### config.mk
export PLATFORM = sky130hd
export DESIGN_NAME = rob_ctrl_flat
export DESIGN_NICKNAME = d
export VERILOG_FILES = /design/src/rtl/rob_ctrl_if.sv /design/src/rtl/rob_ctrl.sv /design/src/flat_wrapper.sv
export SDC_FILE = /design/constraint.sdc
export NUM_CORES = 1
export LEC_CHECK = 0
export ABC_AREA = 0
export BUFFER_PORTS_ARGS = -buffer_cell sky130_fd_sc_hd__buf_4
export CAP_MARGIN = 20
export CORE_UTILIZATION = 40
export DETAILED_ROUTE_END_ITERATION = 12
export PLACE_DENSITY_LB_ADDON = 0.08
export SLEW_MARGIN = 10
export SYNTH_ARGS = -nofsm -noshare
export SYNTH_HDL_FRONTEND = slang
export SYNTH_SLANG_ARGS = --single-unit
### constraint.sdc
create_clock -name i_clk -period 5.7 [get_ports i_clk]
set_clock_uncertainty 0.15 [all_clocks]
set_input_delay 0 -clock i_clk [delete_from_list [all_inputs] [get_ports i_clk]]
set_output_delay 0 -clock i_clk [all_outputs]
set_load 0.005 [all_outputs]
### src/rtl/rob_ctrl_if.sv
// Dispatch, writeback and commit signal bundle for the banked reorder-buffer controller.
// master drives requests/writebacks; slave is the controller.
interface rob_ctrl_if #(
  parameter int NBANK = 4,
  parameter int ROWS  = 16,
  parameter int NWB   = 2
);
  localparam int ROW_W = $clog2(ROWS);
  localparam int TAG_W = ROW_W + $clog2(NBANK);

  logic                   i_dis_valid;
  logic [NBANK-1:0]       i_dis_mask;
  logic                   o_dis_ready;
  logic [ROW_W-1:0]       o_dis_row;
  logic [NWB-1:0]         i_wb_valid;
  logic [NWB*TAG_W-1:0]   i_wb_tag;
  logic [NWB-1:0]         i_wb_exc;
  logic                   o_commit_valid;
  logic [ROW_W-1:0]       o_commit_row;
  logic [NBANK-1:0]       o_commit_mask;
  logic                   o_flush;
  logic [TAG_W-1:0]       o_exc_tag;
  logic [ROW_W:0]         o_count;
  logic                   o_empty;
  logic                   o_full;

  modport master (
    output i_dis_valid, i_dis_mask, i_wb_valid, i_wb_tag, i_wb_exc,
    input  o_dis_ready, o_dis_row, o_commit_valid, o_commit_row, o_commit_mask,
           o_flush, o_exc_tag, o_count, o_empty, o_full
  );

  modport slave (
    input  i_dis_valid, i_dis_mask, i_wb_valid, i_wb_tag, i_wb_exc,
    output o_dis_ready, o_dis_row, o_commit_valid, o_commit_row, o_commit_mask,
           o_flush, o_exc_tag, o_count, o_empty, o_full
  );
endinterface

### src/rtl/rob_ctrl.sv
// Banked ROB sequencer: allocates one row per dispatch, tracks val/busy/exc per slot, retires head in order.
// Commit/flush are combinational from registered state; dispatch stalls while full or flushing.
module rob_ctrl #(
  parameter int NBANK = 4,
  parameter int ROWS  = 16,
  parameter int NWB   = 2
) (
  input  logic       i_clk,
  input  logic       i_rst,
  rob_ctrl_if.slave  bus
);
  localparam int ROW_W  = $clog2(ROWS);
  localparam int SLOT_W = $clog2(NBANK);
  localparam int TAG_W  = ROW_W + SLOT_W;
  localparam logic [0:0] ST_RUN   = 1'b0;
  localparam logic [0:0] ST_FLUSH = 1'b1;
  localparam logic [ROW_W:0]   FULL_CNT = ROWS[ROW_W:0];
  localparam logic [ROW_W:0]   CNT_ONE  = {{ROW_W{1'b0}}, 1'b1};
  localparam logic [ROW_W-1:0] PTR_ONE  = {{(ROW_W-1){1'b0}}, 1'b1};

  logic [NBANK-1:0] r_val  [ROWS];
  logic [NBANK-1:0] r_busy [ROWS];
  logic [NBANK-1:0] r_exc  [ROWS];
  logic [ROW_W-1:0] r_head, r_tail;
  logic [ROW_W:0]   r_count;
  logic [0:0]       r_state;

  logic              w_run, w_full, w_empty, w_ready, w_accept;
  logic [NBANK-1:0]  w_hval, w_hbusy, w_hexc, w_le, w_lt, w_gate;
  logic [SLOT_W-1:0] w_e;
  logic              w_has_e, w_fire, w_flush, w_commit_norm;
  logic [ROW_W-1:0]  w_wb_row  [NWB];
  logic [SLOT_W-1:0] w_wb_slot [NWB];
  logic [NWB-1:0]    w_wb_ok;

  assign w_run   = (r_state == ST_RUN);
  assign w_full  = (r_count == FULL_CNT);
  assign w_empty = (r_count == '0);
  assign w_ready = w_run & ~w_full;
  assign w_hval  = r_val[r_head];
  assign w_hbusy = r_busy[r_head];
  assign w_hexc  = r_exc[r_head];

  // w_le covers slots 0..e, w_lt slots strictly below e (all ones when no exception)
  always_comb begin
    w_e     = '0;
    w_has_e = 1'b0;
    w_le    = '0;
    w_lt    = '0;
    for (int i = 0; i < NBANK; i++) begin
      w_le[i] = ~w_has_e;
      if (!w_has_e && w_hval[i] && w_hexc[i]) begin
        w_e     = SLOT_W'(i);
        w_has_e = 1'b1;
      end
      w_lt[i] = ~w_has_e;
    end
  end

  assign w_gate        = w_has_e ? w_le : {NBANK{1'b1}};
  assign w_fire        = w_run & ~w_empty & ~|(w_hval & w_hbusy & w_gate);
  assign w_flush       = w_fire & w_has_e;
  assign w_commit_norm = w_fire & ~w_has_e;
  assign w_accept      = bus.i_dis_valid & w_ready & (|bus.i_dis_mask) & ~w_flush;

  // A writeback to the row retiring this cycle is dropped along with the row
  always_comb begin
    for (int k = 0; k < NWB; k++) begin
      w_wb_row[k]  = bus.i_wb_tag[k*TAG_W+SLOT_W +: ROW_W];
      w_wb_slot[k] = bus.i_wb_tag[k*TAG_W +: SLOT_W];
      w_wb_ok[k]   = bus.i_wb_valid[k] & w_run & ~w_flush
                   & r_val[w_wb_row[k]][w_wb_slot[k]]
                   & ~(w_commit_norm & (w_wb_row[k] == r_head));
    end
  end

  assign bus.o_dis_ready    = w_ready;
  assign bus.o_dis_row      = r_tail;
  assign bus.o_commit_valid = w_fire;
  assign bus.o_commit_row   = r_head;
  assign bus.o_commit_mask  = w_fire ? (w_hval & w_lt) : '0;
  assign bus.o_flush        = w_flush;
  assign bus.o_exc_tag      = w_flush ? {r_head, w_e} : '0;
  assign bus.o_count        = r_count;
  assign bus.o_empty        = w_empty;
  assign bus.o_full         = w_full;

  always_ff @(posedge i_clk or posedge i_rst) begin
    if (i_rst) begin
      for (int r = 0; r < ROWS; r++) begin
        r_val[r]  <= '0;
        r_busy[r] <= '0;
        r_exc[r]  <= '0;
      end
      r_head  <= '0;
      r_tail  <= '0;
      r_count <= '0;
      r_state <= ST_RUN;
    end else if (w_flush) begin
      for (int r = 0; r < ROWS; r++) begin
        r_val[r]  <= '0;
        r_busy[r] <= '0;
        r_exc[r]  <= '0;
      end
      r_head  <= '0;
      r_tail  <= '0;
      r_count <= '0;
      r_state <= ST_FLUSH;
    end else begin
      r_state <= ST_RUN;
      for (int k = 0; k < NWB; k++) begin
        if (w_wb_ok[k]) begin
          r_busy[w_wb_row[k]][w_wb_slot[k]] <= 1'b0;
          if (bus.i_wb_exc[k]) r_exc[w_wb_row[k]][w_wb_slot[k]] <= 1'b1;
        end
      end
      if (w_commit_norm) begin
        r_val[r_head] <= '0;
        r_head        <= r_head + PTR_ONE;
      end
      if (w_accept) begin
        r_val[r_tail]  <= bus.i_dis_mask;
        r_busy[r_tail] <= bus.i_dis_mask;
        r_exc[r_tail]  <= '0;
        r_tail         <= r_tail + PTR_ONE;
      end
      if (w_accept && !w_commit_norm) r_count <= r_count + CNT_ONE;
      else if (!w_accept && w_commit_norm) r_count <= r_count - CNT_ONE;
    end
  end
endmodule
### src/flat_wrapper.sv
// flat-port wrapper written by rule: the top's interface ports become plain ports
module rob_ctrl_flat 
#(
  parameter int NBANK = 4,
  parameter int ROWS  = 16,
  parameter int NWB   = 2
)
  (i_clk, i_rst, bus_i_dis_valid, bus_i_dis_mask, bus_i_wb_valid, bus_i_wb_tag, bus_i_wb_exc, bus_o_dis_ready, bus_o_dis_row, bus_o_commit_valid, bus_o_commit_row, bus_o_commit_mask, bus_o_flush, bus_o_exc_tag, bus_o_count, bus_o_empty, bus_o_full);
  rob_ctrl_if #(.NBANK(NBANK), .ROWS(ROWS), .NWB(NWB)) bus_i ();
  input  logic i_clk;
  input  logic i_rst;
  input wire logic [$bits(bus_i.i_dis_valid)-1:0] bus_i_dis_valid;
  input wire logic [$bits(bus_i.i_dis_mask)-1:0] bus_i_dis_mask;
  input wire logic [$bits(bus_i.i_wb_valid)-1:0] bus_i_wb_valid;
  input wire logic [$bits(bus_i.i_wb_tag)-1:0] bus_i_wb_tag;
  input wire logic [$bits(bus_i.i_wb_exc)-1:0] bus_i_wb_exc;
  output wire logic [$bits(bus_i.o_dis_ready)-1:0] bus_o_dis_ready;
  output wire logic [$bits(bus_i.o_dis_row)-1:0] bus_o_dis_row;
  output wire logic [$bits(bus_i.o_commit_valid)-1:0] bus_o_commit_valid;
  output wire logic [$bits(bus_i.o_commit_row)-1:0] bus_o_commit_row;
  output wire logic [$bits(bus_i.o_commit_mask)-1:0] bus_o_commit_mask;
  output wire logic [$bits(bus_i.o_flush)-1:0] bus_o_flush;
  output wire logic [$bits(bus_i.o_exc_tag)-1:0] bus_o_exc_tag;
  output wire logic [$bits(bus_i.o_count)-1:0] bus_o_count;
  output wire logic [$bits(bus_i.o_empty)-1:0] bus_o_empty;
  output wire logic [$bits(bus_i.o_full)-1:0] bus_o_full;
  assign bus_i.i_dis_valid = bus_i_dis_valid;
  assign bus_i.i_dis_mask = bus_i_dis_mask;
  assign bus_i.i_wb_valid = bus_i_wb_valid;
  assign bus_i.i_wb_tag = bus_i_wb_tag;
  assign bus_i.i_wb_exc = bus_i_wb_exc;
  assign bus_o_dis_ready = bus_i.o_dis_ready;
  assign bus_o_dis_row = bus_i.o_dis_row;
  assign bus_o_commit_valid = bus_i.o_commit_valid;
  assign bus_o_commit_row = bus_i.o_commit_row;
  assign bus_o_commit_mask = bus_i.o_commit_mask;
  assign bus_o_flush = bus_i.o_flush;
  assign bus_o_exc_tag = bus_i.o_exc_tag;
  assign bus_o_count = bus_i.o_count;
  assign bus_o_empty = bus_i.o_empty;
  assign bus_o_full = bus_i.o_full;
  rob_ctrl #(.NBANK(NBANK), .ROWS(ROWS), .NWB(NWB)) u_core (.i_clk(i_clk), .i_rst(i_rst), .bus(bus_i));
endmodule
==> results.py, run 1 <==
metrics = {
    "outcome": {
        "outcome": "complete, but fails checks",
        "violations": "negative hold slack",
    },
    "timing": {
        "drv_slew": 0,
        "fmax_mhz": 181,
        "max_slew_margin_pct": 20.7,
        "final.period_utilization_pct": 96.9,
        "worst_slew_pin_slew_ns": 1.19,
        "hold_violations": 4,
        "hold_slack_ns": -0.00143,
        "setup_viol_count_final": 0,
        "fin_crit_ns": 5.52,
        "fin_setup_tns_ns": 0,
        "rsz0062_at_grt": "no",
    },
    "yosys": {
        "synth.area.top_cells": "dfrtp_1 37%, mux4_2 14%, nand3_1 6.7%",
        "synth_top_family_by_area": "simple AND/OR/NAND/NOR gates",
        "netlist.area_leader.share_pct": 37.4,
        "yosysSeqAreaShare_pct": 37.4,
        "synth_fa_ha_area_share_pct": 1.23,
        "yosysTopAreaCell": "dfrtp_1",
        "synth-main-ff-cell": "dfrtp_1",
        "ys_async_sr_fraction_pct": 100,
        "synthMuxAreaShare_pct": 13.9,
        "synthesis.area_mm2": 0.0138,
        "synth_simple_gate_area_share_pct": 20.6,
        "synth_edf_count": 0,
        "syn_inst": 1422,
        "ys_types": 65,
        "synth_xor_area_share_pct": 1.14,
        "ys_ff_latch": 206,
        "ys_warn_count": 0,
        "syn_nets": 1458,
        "synth_compound_area_share_pct": 20.3,
        "avgSynthCellArea_um2": 9.70,
    },
    "die": {
        "start_util_pct": 40.9,
        "fp.dieW_um": 188,
        "io_pins": 51,
        "coreArea_mm2": 0.0337,
        "chipHeight_um": 188,
        "row_count": 67,
        "die-area_mm2": 0.0352,
    },
    "critical_path": {
        "cp_data_required_time_ns": 6.04,
        "startpoint": "u_core.bus.o_commit_row[0]",
        "path_max_fanout": 61,
        "critPathCaptureType": "register",
        "cp.arrival_ns": 5.86,
        "r2r_cells": 13,
        "worstSetupPathType": "reg2reg",
        "startpoint_type": "register",
        "timing.rr.start": "u_core.bus.o_commit_row[0]",
    },
    "cts": {
        "cts_tree": "yes",
        "cts_buffer_depth": 3,
        "clk_pin_slew_ns": 0.06,
        "root_buffer": "clkbuf_16",
        "cts_sinks": 206,
        "htreeDepth": 1,
        "clkLatencyLatePin_ns": 0.56,
        "cts_buffers": 26,
        "cts_resized": 0,
    },
    "route": {
        "vias": 13500,
        "first_iter_violations": 1684,
        "wire_per_inst_um": 31.6,
        "drt-vias-per-instance": 7.16,
        "drc": 0,
        "final_antenna_net_count": 0,
        "routed_wl_um": 59800,
        "dr.pass1.iters": 8,
    },
    "power_and_ir_drop": {
        "p_leak_nw": 6.49,
        "totalPowerFinal_mw": 8.56,
        "power_density_mw_per_mm2": 549,
        "max-vdd-ir-drop_mv": 0.261,
    },
    "min_path": {
        "hold_class": "in2async",
    },
    "global_routing": {
        "grt_overflow": 0,
        "grt_pass1_wl_um": 88600,
        "antenna_found_initial": 1,
        "grt_max_degree": 113,
        "grt_pass1_vias": 13000,
        "grt_use_total_pct": 33.6,
    },
    "placement": {
        "dp.cells": 1829,
        "place_hpwl_um": 40300,
        "gp_congestion": 0.995,
        "dpl_cell_area_mm2": 0.0146,
        "io_buffers": 50,
    },
    "finish": {
        "syn_to_final_growth_pct": 13.1,
        "fin_area_mm2": 0.0156,
        "drive_gt1_share_pct": 17.6,
        "final-instance-count-excl-fill": 1893,
        "fin_nets": 1464,
        "num_antenna_cells": 0,
    },
    "job": {
        "maxCapViolCount": 0,
    },
}
-- Yosys cell counts (4+ instances only) --
cell,n
dfrtp_1,206
nand3_1,185
a21oi_1,117
nand2_1,105
nor2_1,88
mux4_2,84
clkbuf_1,67
a41oi_1,63
buf_2,49
nand4_1,49
and3_1,40
and2_1,38
a41o_1,31
a22oi_1,24
nor3_1,24
a21o_1,19
inv_1,18
a31oi_1,16
nor2b_1,14
xnor2_1,14
a32o_1,13
o21ai_0,13
buf_1,12
ha_1,12
a311oi_1,10
buf_6,8
nand2b_1,8
buf_4,7
o2111ai_1,7
o22ai_1,7
o32ai_2,7
a211oi_1,6
and4_1,6
o2bb2ai_1,6
a22o_1,4
nor4_1,4
xor2_1,4
-- critical path, cell delays in order (launching register included) --
cell and delay, ns:
dfrtp_4 0.74, buf_4 0.33, mux4_2 0.54, a22oi_1 0.19, nand2_1 0.20, a221oi_2 0.51, a221oi_4 0.21, buf_4 0.30
a21oi_4 0.46, buf_12 0.32, nand3_1 0.09, dlygate4sd3_1 0.60, a21oi_1 0.17, dlygate4sd3_1 0.57
-- logic make-up after synthesis --
family	Yosys count
buf+inv	162
xor+xnor	18
fa+ha+maj	13
compound gates	368
simple gates	569
mux	86
flops	206
-- power breakdown --
| group | internal [mW] | switching, mW |
|---|---|---|
| Combinational | 1.77 | 2.47 |
| Sequential | 2.01 | 0.675 |
| Clock | 0.959 | 0.680 |
| Total | 4.74 | 3.83 |
-- routing by layer --
metal  vias to the layer above  global-route usage, %  share of wire [%]  routed length, um
met1                      6908                   46.0                 41              24300
met5                         -                      0              0.033                 20
met3                       204                   6.34                9.1               5430
met4                         2                   15.1                5.1               3070
met2                       886                   51.8                 45              27000
li1                       5545                      -                  -                  -
-- layout make-up --
cell class	count	area (um2)
clock buffers	40	764
clock inverters	5	52.6
fillers	3257	18100
inverters	19	76.3
multi-input cells	1054	7930
flip-flops and latches	206	5160
well taps	448	561
repair buffers	121	1050
-- registers in the layout, summed over array words and instances (netlist names) --
register,cells
u_core.bus.o_commit_row,4
u_core.r_exc,64
u_core.bus.o_count,5
u_core.r_state,1
u_core.r_busy,64
u_core.r_val,64
u_core.bus.o_dis_row,4
-- cells in the final DEF, fill, tap and decap left out, types with 5 or more instances in the layout --
cell type / synthesis / layout
a211oi_1: 6 / 5
a21o_1: 19 / 19
a21oi_1: 117 / 117
a22oi_1: 24 / 24
a311oi_1: 10 / 10
a31oi_1: 16 / 16
a32o_1: 13 / 13
a41o_1: 31 / 31
a41oi_1: 63 / 63
and2_1: 38 / 38
and3_1: 40 / 40
and4_1: 6 / 6
buf_12: 0 / 8
buf_4: 7 / 95
clkbuf_1: 67 / 9
clkbuf_16: 0 / 27
dfrtp_1: 206 / 204
dlygate4sd3_1: 0 / 18
ha_1: 12 / 12
inv_1: 18 / 17
mux4_2: 84 / 84
nand2_1: 105 / 105
nand2b_1: 8 / 8
nand3_1: 185 / 185
nand4_1: 49 / 49
nor2_1: 88 / 88
nor2b_1: 14 / 13
nor3_1: 24 / 22
o2111ai_1: 7 / 7
o21ai_0: 13 / 13
o22ai_1: 7 / 7
o2bb2ai_1: 6 / 6
o32ai_2: 7 / 7
xnor2_1: 14 / 14
-- stage by stage --
stage,worst slack (ns),util [%]
2_1_floorplan,0.898,-
3_3_place_gp,0.732,43.3
3_5_place_dp,0.656,43.3
4_1_cts,0.114,46.2
5_1_grt,0.0256,46.3
6_report,0.179,46.3
-- final timing paths --
kind	end	slack (ns)
min in group i_clk	u_core.r_busy[62]	0.05
worst max-delay path	u_core.r_exc[58]	0.18
max in group asynchronous	u_core.r_exc[32]	4.07
worst min-delay path	u_core.bus.o_count[2]	-0.001
worst min register to register	u_core.r_busy[12]	0.36
worst max register to register	u_core.r_exc[58]	0.18
-- repair_timing --
item | CTS | global route
buffers inserted | 0 | 1
hold endpoints to repair | 185 | 0
hold buffers | 18 | 0
endpoints found under the setup margin | 0 | 1
Power figures use the tool's default switching activity.
==> inputs of run 2 (changes only) <==
--- a/config.mk
+++ b/config.mk
@@ -8,7 +8,7 @@
 export ABC_AREA = 0
 export BUFFER_PORTS_ARGS = -buffer_cell sky130_fd_sc_hd__buf_4
 export CAP_MARGIN = 20
-export CORE_UTILIZATION = 40
+export CORE_UTILIZATION = 57
 export DETAILED_ROUTE_END_ITERATION = 12
 export PLACE_DENSITY_LB_ADDON = 0.08
 export SLEW_MARGIN = 10
==> run 2 against run 1 <==
Largest cell class unchanged. Count of clock-buffer cells in the layout is 6 lower. Die area decreased by 30%. Maximum frequency up 7.5%. The flow now finishes without violations. Final cell count is 7.8% lower.
==> results.py, run 2 (synthesis gave the netlist of run 1 again) <==
metrics = {
    "timing": {
        "hold_violations": 0,
        "hold_slack_ns": 0.0463,
        "drv_slew": 0,
        "worst_slew_pin_slew_ns": 1.10,
        "setup_viol_count_final": 0,
        "rsz0062_at_grt": "no",
        "fin_crit_ns": 5.14,
        "max_slew_margin_pct": 26.3,
        "fmax_mhz": 195,
        "fin_setup_tns_ns": 0,
        "final.period_utilization_pct": 90.1,
    },
    "critical_path": {
        "startpoint_type": "register",
        "critPathCaptureType": "register",
        "cp_data_required_time_ns": 6.02,
        "cp.arrival_ns": 5.46,
        "path_max_fanout": 60,
        "worstSetupPathType": "reg2reg",
    },
    "power_and_ir_drop": {
        "max-vdd-ir-drop_mv": 0.364,
        "p_comb_share_pct": 48.9,
        "p_leak_nw": 6.39,
        "p_sw_mw": 3.66,
        "power_density_mw_per_mm2": 543,
        "clockPowerShare_pct": 18.2,
        "swShare_pct": 44.4,
        "seqPwrFrac_pct": 32.9,
        "intPower_mw": 4.59,
    },
    "cts": {
        "htreeDepth": 1,
        "cts_buffer_depth": 3,
        "clkLatencyLatePin_ns": 0.54,
        "root_buffer": "clkbuf_16",
        "clk_pin_slew_ns": 0.06,
        "cts_sinks": 206,
        "cts_tree": "yes",
        "cts_buffers": 24,
        "post-cts-setup-buffer-count": 0,
    },
    "route": {
        "wire_per_inst_um": 30.0,
        "dr.pass1.iters": 8,
        "vias": 13400,
        "drt-vias-per-instance": 7.70,
        "first_iter_violations": 2071,
        "final_antenna_net_count": 0,
        "drc": 0,
        "routed_wl_um": 52300,
    },
    "die": {
        "fp.dieW_um": 158,
        "coreArea_mm2": 0.0236,
        "start_util_pct": 58.4,
        "die-area_mm2": 0.0248,
        "row_count": 56,
        "io_pins": 51,
        "chipHeight_um": 158,
    },
    "finish": {
        "syn_to_final_growth_pct": 10.2,
        "fin_nets": 1448,
        "num_antenna_cells": 0,
        "drive_gt1_share_pct": 17.3,
        "final_common_cell": "dfrtp_1",
        "layout_common_cells": "204 x dfrtp_1, 185 x nand3_1, 117 x a21oi_1, 105 x nand2_1",
        "largestRegisters": "u_core.r_busy x64, u_core.r_exc x64, u_core.r_val x64",
    },
    "global_routing": {
        "grt_pass1_wl_um": 78200,
        "grt_overflow": 0,
        "grt_max_degree": 117,
        "antenna_found_initial": 0,
        "grt_pass1_vias": 12600,
        "grt_use_total_pct": 42.9,
    },
    "outcome": {
        "outcome": "complete, no violations",
    },
    "placement": {
        "io_buffers": 50,
        "place_hpwl_um": 35200,
        "gp_congestion": 1.01,
    },
    "job": {
        "maxCapViolCount": 0,
    },
    "min_path": {
        "hold_class": "in2async",
    },
}
## run 2: repair_timing
item                                   4_1_cts  5_1_grt
endpoints found under the hold margin      191        0
gates resized for setup                      0        0
hold buffers                                13        0
## run 2: critical path: stages (launching register included)
cell and delay (ns):
dfrtp_4 0.80, buf_4 0.34, mux4_2 0.52, a22oi_1 0.21, nand2_1 0.18, a221oi_2 0.53, a221oi_4 0.20, buf_4 0.28
a211oi_4 0.22, buf_4 0.61, a41oi_1 0.23, a21oi_1 0.16, dlygate4sd3_1 0.57
## run 2: final cells by class
class / instances / area (um2)
fillers: 1966 / 8420
multi-input cells: 1054 / 7920
flip-flops and latches: 206 / 5160
repair buffers: 107 / 896
clock buffers: 34 / 709
well taps: 319 / 399
inverters: 19 / 75.1
clock inverters: 7 / 35.0
## run 2: power by group through the flow
stage | sequential, mW | combinational, mW | clock (mW)
2_1_floorplan | 2.29 | 2.99 | 0
3_3_place_gp | 2.67 | 3.85 | 0
3_5_place_dp | 2.68 | 3.91 | 0
4_1_cts | 2.66 | 3.93 | 1.50
5_1_grt | 2.75 | 4.29 | 1.55
6_report | 2.71 | 4.04 | 1.50
## run 2: layer usage
metal	global-route usage (%)	wire length [um]	vias up
li1	-	-	5498
met1	58.3	19400	6539
met2	63.2	22800	1188
met3	14.2	7840	212
met4	17.0	2300	0
met5	0	0	-
## run 2: final timing paths
| path | depth (start not counted) | start | end | slack, ns |
|---|---|---|---|---|
| worst max register to register | 12 | u_core.bus.o_commit_row[0] | u_core.r_exc[35] | 0.56 |
| max in group asynchronous | 4 | i_rst | u_core.bus.o_commit_row[0] | 4.12 |
| worst min-delay path | 3 | i_rst | u_core.r_exc[61] | 0.05 |
| worst min register to register | 1 | u_core.r_busy[42] | u_core.r_busy[42] | 0.38 |
| worst max-delay path | 12 | u_core.bus.o_commit_row[0] | u_core.r_exc[35] | 0.56 |
| min in group i_clk | 6 | bus_i_wb_tag[7] | u_core.r_busy[11] | 0.05 |
## run 2: per-stage QoR
step | area [um2] | cells | utilization, % | power, mW | setup slack (ns)
final | 15200 | 1746 | 64.4 | 8.25 | 0.562
after global placement | 14300 | 1691 | 60.6 | 6.53 | 0.906
after floorplan | 13800 | 1422 | - | 5.28 | 0.898
after CTS | 15200 | 1745 | 64.3 | 8.10 | 0.631
after detailed placement | 14300 | 1691 | 60.6 | 6.59 | 0.822
after global routing | 15200 | 1746 | 64.4 | 8.59 | 0.269
